$ cat src/rtl/hazard_tag_pipe.sv
// hazard_tag_pipe
//
// Producer side of operand forwarding for the 5-stage pipeline. This block
// carries each instruction's write-back tag {rd, regwrite, memtoreg, prcsr}
// through ID/EX, EX/MEM and MEM/WB, and publishes those tags for the
// forwarding muxes. It also spots the dependencies that forwarding cannot
// cover, and it raises stall, bubble and flush controls for them.
//
// Ports
//   clk, reset_n                  pipeline clock, async active-low reset
//   id_valid                      ID holds a real instruction
//   id_rs1/id_rs2, id_use_rs1/2   ID source registers and whether each one is read
//   id_rd, id_regwrite,
//   id_memtoreg, id_branch,
//   id_prcsr                      ID destination and control tag
//   branch_taken                  ID-resolved redirect this cycle
//   mem_busy                      data memory not ready, so the whole pipe holds
//   stall_if, flush_ifid,
//   bubble_idex, freeze           combinational pipeline controls
//   idex_*, exmem_*, memwb_*      registered stage tags
//   stall_cnt                     saturating count of hazard-stall cycles

module hazard_tag_pipe (
  input  logic        clk,
  input  logic        reset_n,
  input  logic        id_valid,
  input  logic [4:0]  id_rs1,
  input  logic [4:0]  id_rs2,
  input  logic        id_use_rs1,
  input  logic        id_use_rs2,
  input  logic [4:0]  id_rd,
  input  logic        id_regwrite,
  input  logic        id_memtoreg,
  input  logic        id_branch,
  input  logic [1:0]  id_prcsr,
  input  logic        branch_taken,
  input  logic        mem_busy,
  output logic        stall_if,
  output logic        flush_ifid,
  output logic        bubble_idex,
  output logic        freeze,
  output logic [4:0]  idex_rd,
  output logic [4:0]  exmem_rd,
  output logic [4:0]  memwb_rd,
  output logic        idex_regwrite,
  output logic        exmem_regwrite,
  output logic        memwb_regwrite,
  output logic        idex_memtoreg,
  output logic        exmem_memtoreg,
  output logic [1:0]  exmem_prcsr,
  output logic [1:0]  memwb_prcsr,
  output logic [15:0] stall_cnt
);

  logic [1:0] idex_prcsr;
  logic       idex_hit;
  logic       exmem_hit;
  logic       memwb_hit;
  logic       hazard;
  logic       stall;

  // A stage "hits" when it will write a real register that ID actually reads.
  always_comb begin
    idex_hit  = idex_regwrite && (idex_rd != 5'd0) &&
                ((id_use_rs1 && (idex_rd == id_rs1)) ||
                 (id_use_rs2 && (idex_rd == id_rs2)));
    exmem_hit = exmem_regwrite && (exmem_rd != 5'd0) &&
                ((id_use_rs1 && (exmem_rd == id_rs1)) ||
                 (id_use_rs2 && (exmem_rd == id_rs2)));
    memwb_hit = memwb_regwrite && (memwb_rd != 5'd0) &&
                ((id_use_rs1 && (memwb_rd == id_rs1)) ||
                 (id_use_rs2 && (memwb_rd == id_rs2)));
  end

  // Dependencies that no forwarding path resolves. A load feeding a branch
  // shows up twice as the load moves from ID/EX to EX/MEM, which gives that
  // case its two-cycle stall. A non-forwardable (prcsr != 0) producer blocks
  // its consumer until the producer leaves MEM/WB.
  always_comb begin
    hazard = (idex_hit && idex_memtoreg) ||
             (idex_hit && id_branch) ||
             (exmem_hit && exmem_memtoreg && id_branch) ||
             (idex_hit && (idex_prcsr != 2'd0)) ||
             (exmem_hit && (exmem_prcsr != 2'd0)) ||
             (memwb_hit && (memwb_prcsr != 2'd0));
  end

  // Mode priority is freeze, then flush, then stall. Every control is forced
  // low while reset is asserted, even when mem_busy or branch_taken is high.
  always_comb begin
    freeze      = reset_n && mem_busy;
    flush_ifid  = reset_n && !mem_busy && branch_taken;
    stall       = reset_n && !mem_busy && !branch_taken && hazard;
    stall_if    = freeze || stall;
    bubble_idex = stall;
  end

  // Tag pipe. A freeze holds every stage. Otherwise the tags shift by one
  // stage. ID/EX takes a NOP for a bubble or an empty ID slot. A write to x0
  // keeps its rd but loses all write-back effects, so it can never match.
  always_ff @(posedge clk or negedge reset_n) begin
    if (!reset_n) begin
      idex_rd        <= 5'd0;
      idex_regwrite  <= 1'b0;
      idex_memtoreg  <= 1'b0;
      idex_prcsr     <= 2'd0;
      exmem_rd       <= 5'd0;
      exmem_regwrite <= 1'b0;
      exmem_memtoreg <= 1'b0;
      exmem_prcsr    <= 2'd0;
      memwb_rd       <= 5'd0;
      memwb_regwrite <= 1'b0;
      memwb_prcsr    <= 2'd0;
    end else if (!mem_busy) begin
      memwb_rd       <= exmem_rd;
      memwb_regwrite <= exmem_regwrite;
      memwb_prcsr    <= exmem_prcsr;
      exmem_rd       <= idex_rd;
      exmem_regwrite <= idex_regwrite;
      exmem_memtoreg <= idex_memtoreg;
      exmem_prcsr    <= idex_prcsr;
      if (bubble_idex || !id_valid) begin
        idex_rd       <= 5'd0;
        idex_regwrite <= 1'b0;
        idex_memtoreg <= 1'b0;
        idex_prcsr    <= 2'd0;
      end else if (id_regwrite && (id_rd == 5'd0)) begin
        idex_rd       <= id_rd;
        idex_regwrite <= 1'b0;
        idex_memtoreg <= 1'b0;
        idex_prcsr    <= 2'd0;
      end else begin
        idex_rd       <= id_rd;
        idex_regwrite <= id_regwrite;
        idex_memtoreg <= id_memtoreg;
        idex_prcsr    <= id_prcsr;
      end
    end
  end

  // Count the cycles lost to hazards. The counter sticks at all-ones.
  always_ff @(posedge clk or negedge reset_n) begin
    if (!reset_n) begin
      stall_cnt <= 16'd0;
    end else if (stall && (stall_cnt != 16'hFFFF)) begin
      stall_cnt <= stall_cnt + 16'd1;
    end
  end

endmodule
$ cat config.mk
export PLATFORM = sky130hd
export DESIGN_NAME = hazard_tag_pipe
export DESIGN_NICKNAME = d
export VERILOG_FILES = /design/src/rtl/hazard_tag_pipe.sv
export SDC_FILE = /design/constraint.sdc
export NUM_CORES = 1
export LEC_CHECK = 0
export ABC_AREA = 1
export CORE_UTILIZATION = 50
export CTS_CLUSTER_DIAMETER = 60
export DETAILED_ROUTE_END_ITERATION = 6
export PLACE_DENSITY = 0.8
export SLEW_MARGIN = 20
export SYNTH_ARGS = -nofsm -noshare
export SYNTH_HDL_FRONTEND = slang
export SYNTH_SLANG_ARGS = --single-unit
$ cat constraint.sdc
create_clock -name clk -period 4.5 [get_ports clk]
set_input_delay 0.9 -clock clk [delete_from_list [all_inputs] [get_ports clk]]
set_output_delay 0.9 -clock clk [all_outputs]
set_load 0.02 [all_outputs]
==> out/summary.txt <==
Peak supply drop -> 0.200 mV
Element type at the critical path end -> output pin
Top_reg_cell synth -> dfrtp_1
Grt ovf -> 0
Most frequent cell after synthesis -> nand2_1
Share of cells above drive strength 1 -> 4.13%
Worst slew margin -> 61.2%
Async SR Flop Fraction -> 100%
Clk sinks -> 42
Yosys top cell area share -> 40.3%
DP Worst Slack -> 0.655 ns
PnR worst setup slack -> 0.621 ns
Period utilization -> 86.2%
Vias in the first global route -> 2550
Clock root buffer -> clkbuf_8
Routed vias -> 2643
Post-synth top area cell -> dfrtp_1
I/O Buffers -> 70
DP HPWL -> 5600 microns
Routability congestion estimate -> 0.963
FF+latch count, synth -> 42
Clk_lat worst skew -> 0.30 ns
Required @ worst endpoint -> 3.60 ns
DRT iter0 DRCs -> 192
Largest net degree at the start of global routing -> 43
Yosys cell types -> 23
Vias per cell -> 5.02
Pleak -> 1.57 nW
Core Box Area -> 4880 sq um
Syn Area/Cell -> 6.72 sq um
Die height -> 74.2 microns
Cell breakdown of the critical path -> clkdlybuf4s50_1 > inv_1 > nand2_1 > nand2_1 > nor2_1 > nand3_1 > nand2_1 > nand2_1 > nand3_2 > nand2_1 > inv_1 > clkdlybuf4s50_1
Total power -> 0.900 mW
Iteration count of the initial detailed-routing pass -> 5
Maximum clock insertion buffer count -> 2
Final setup vio count -> 0
Total Wirelength -> 7390 microns
Startpoint types -> input pin
Setup Fix Bufs, Post-CTS -> 0
Post-CTS resize count -> 0
Slew at the pin closest to its max-slew limit -> 0.581 ns
Slowest CP cell -> clkdlybuf4s50_1
Max frequency -> 258 MHz
ANT nets after route -> 0
Hold slack -> 0.518 ns
Post-DP Area -> 3350 sq um
Worst min path class -> reg -> reg
Die W -> 74.2 microns
H-tree levels -> 2
Pwr Density -> 262 nW/um^2
Bufs and invs on worst path -> 4
Cell mode on critical path -> nand2_1
Ports -> 71
Largest stage delay, worst path -> 0.60 ns
Antenna fix cells -> 0
GR Util met3 -> 5.69%
Worst path arrival time -> 2.98 ns
Crit path max-delay family -> buffers and inverters
Critical path fanouts, max -> 6
Fin crit period -> 3.88 ns
Synthesis-to-layout area growth -> 31.8%
Fin. max-slew vios -> 0
Final instance area -> 3440 sq um
Layer with the highest usage -> met2
Skew final -> 0.00942 ns
Remaining DRCs -> 0
Initial antenna violation count -> 0
CP Class -> in -> out
Total Die Area -> 5510 sq um
Net Count, Synth -> 416
Yosys warns -> 0
RSZ-0062 raised after global routing -> no
Synth top cells by count -> nand2_1 (151), inv_1 (53), dfrtp_1 (42), nor2_1 (36), o21ai_0 (35)
Met2 global-route usage -> 47.8%
Syn Inst Count -> 388
Outcome -> completed
Met1 usage -> 39.1%
Mapped cell area -> 2610 sq um
Max Cap Viol -> 0
Hold_buf cts -> 0
Number of synthesized flops with an enable pin -> 0
Global-route wire length before repair -> 12000 microns
Nets -> 487
Starting Density -> 53.4%
WL per Instance -> 14.0 microns
Area contributors post-synth -> dfrtp_1 (40%), nand2_1 (22%), inv_1 (7.6%), o21ai_0 (6.7%), nor2_1 (5.2%)
Setup_tns -> 0 ns
Hold Violations, Final -> 0
Total track usage -> 29.2%
CTS tree -> built
Num CTS Buffers -> 5
Register clock-pin slew on the reported worst setup and hold paths -> 0.08 ns
Row count -> 25
Fillers -> 455
Sequential-to-total area share from yosys stat -> 40.3%
-- worst register-to-register path: stages, from the launching register on --
cell and delay, ns:
dfrtp_1 0.51, ha_1 0.27, nand3_2 0.13, nor2_4 0.17, nand2_2 0.10, nor2_4 0.12
nand3_2 0.10, nand3_2 0.43, nand2_1 0.13, o21ai_0 0.14
-- report_power, final --
part,switching (mW),internal (mW)
clock network,0.140,0.110
registers,0.0363,0.400
logic,0.119,0.0940
total,0.296,0.604
-- stage by stage --
step / cells / utilization (%)
final: 527 / 70.4
after global routing: 527 / 70.4
after floorplan: 388 / -
after global placement: 519 / 68.6
after detailed placement: 519 / 68.6
after CTS: 527 / 70.4
-- cell families after synthesis --
| family | share of synthesized area (%) |
|---|---|
| and+or+nand+nor | 35.2 |
| buffers and inverters | 9.79 |
| AOI/OAI and AO/OA | 9.55 |
| DFF | 40.3 |
| xor gates and xnor gates | 4.70 |
| adders and majority gates | 0.480 |
-- cell type report --
cell class                 instances  area, sq um  area share, %
clock inverter                     2         13.8          0.401
clock buffer                       6         72.6           2.11
inverter                          54          203           5.90
multi-input combinational        284         1300           37.9
timing repair buffer              72          711           20.7
tap                               67         83.8           2.44
sequential                        42         1050           30.6
-- final timing paths --
check	from	endpoint	slack [ns]	cells past startpoint
worst max register to register	stall_cnt[0]	stall_cnt[3]	2.30	9
worst min register to register	idex_prcsr[0]	idex_prcsr[0]	0.52	2
min in group asynchronous	reset_n	exmem_rd[2]	0.76	2
worst min-delay path	idex_prcsr[0]	idex_prcsr[0]	0.52	2
worst max-delay path	id_rs1[3]	bubble_idex	0.62	12
max in group asynchronous	reset_n	exmem_memtoreg	3.38	2
-- per-layer routing --
metal | routed length (microns) | part of all wire, % | up-vias
met5 | 0 | 0 | -
met4 | 81 | 1.1 | 0
met3 | 415 | 5.6 | 9
met2 | 3470 | 47 | 82
met1 | 3420 | 46 | 1206
li1 | - | - | 1346
-- placed cells by master, fill, tap and decap left out, types with 6 or more instances in the layout --
cell,instances
nand2_1,151
nand4_1,7
nand3_1,13
o21ai_0,35
o21ai_1,8
xnor2_1,6
dfrtp_1,42
nor2_1,36
clkdlybuf4s50_1,69
inv_1,53
xor2_1,8
-- sequential cells by signal (all words and copies together), names as in the netlist --
register	cells
idex_rd	5
stall_cnt	16
idex_prcsr	2
idex_regwrite	1
exmem_rd	5
exmem_prcsr	2
exmem_memtoreg	1
idex_memtoreg	1
exmem_regwrite	1
memwb_prcsr	2
memwb_rd	5
memwb_regwrite	1
(Power assumes the default switching activity.)
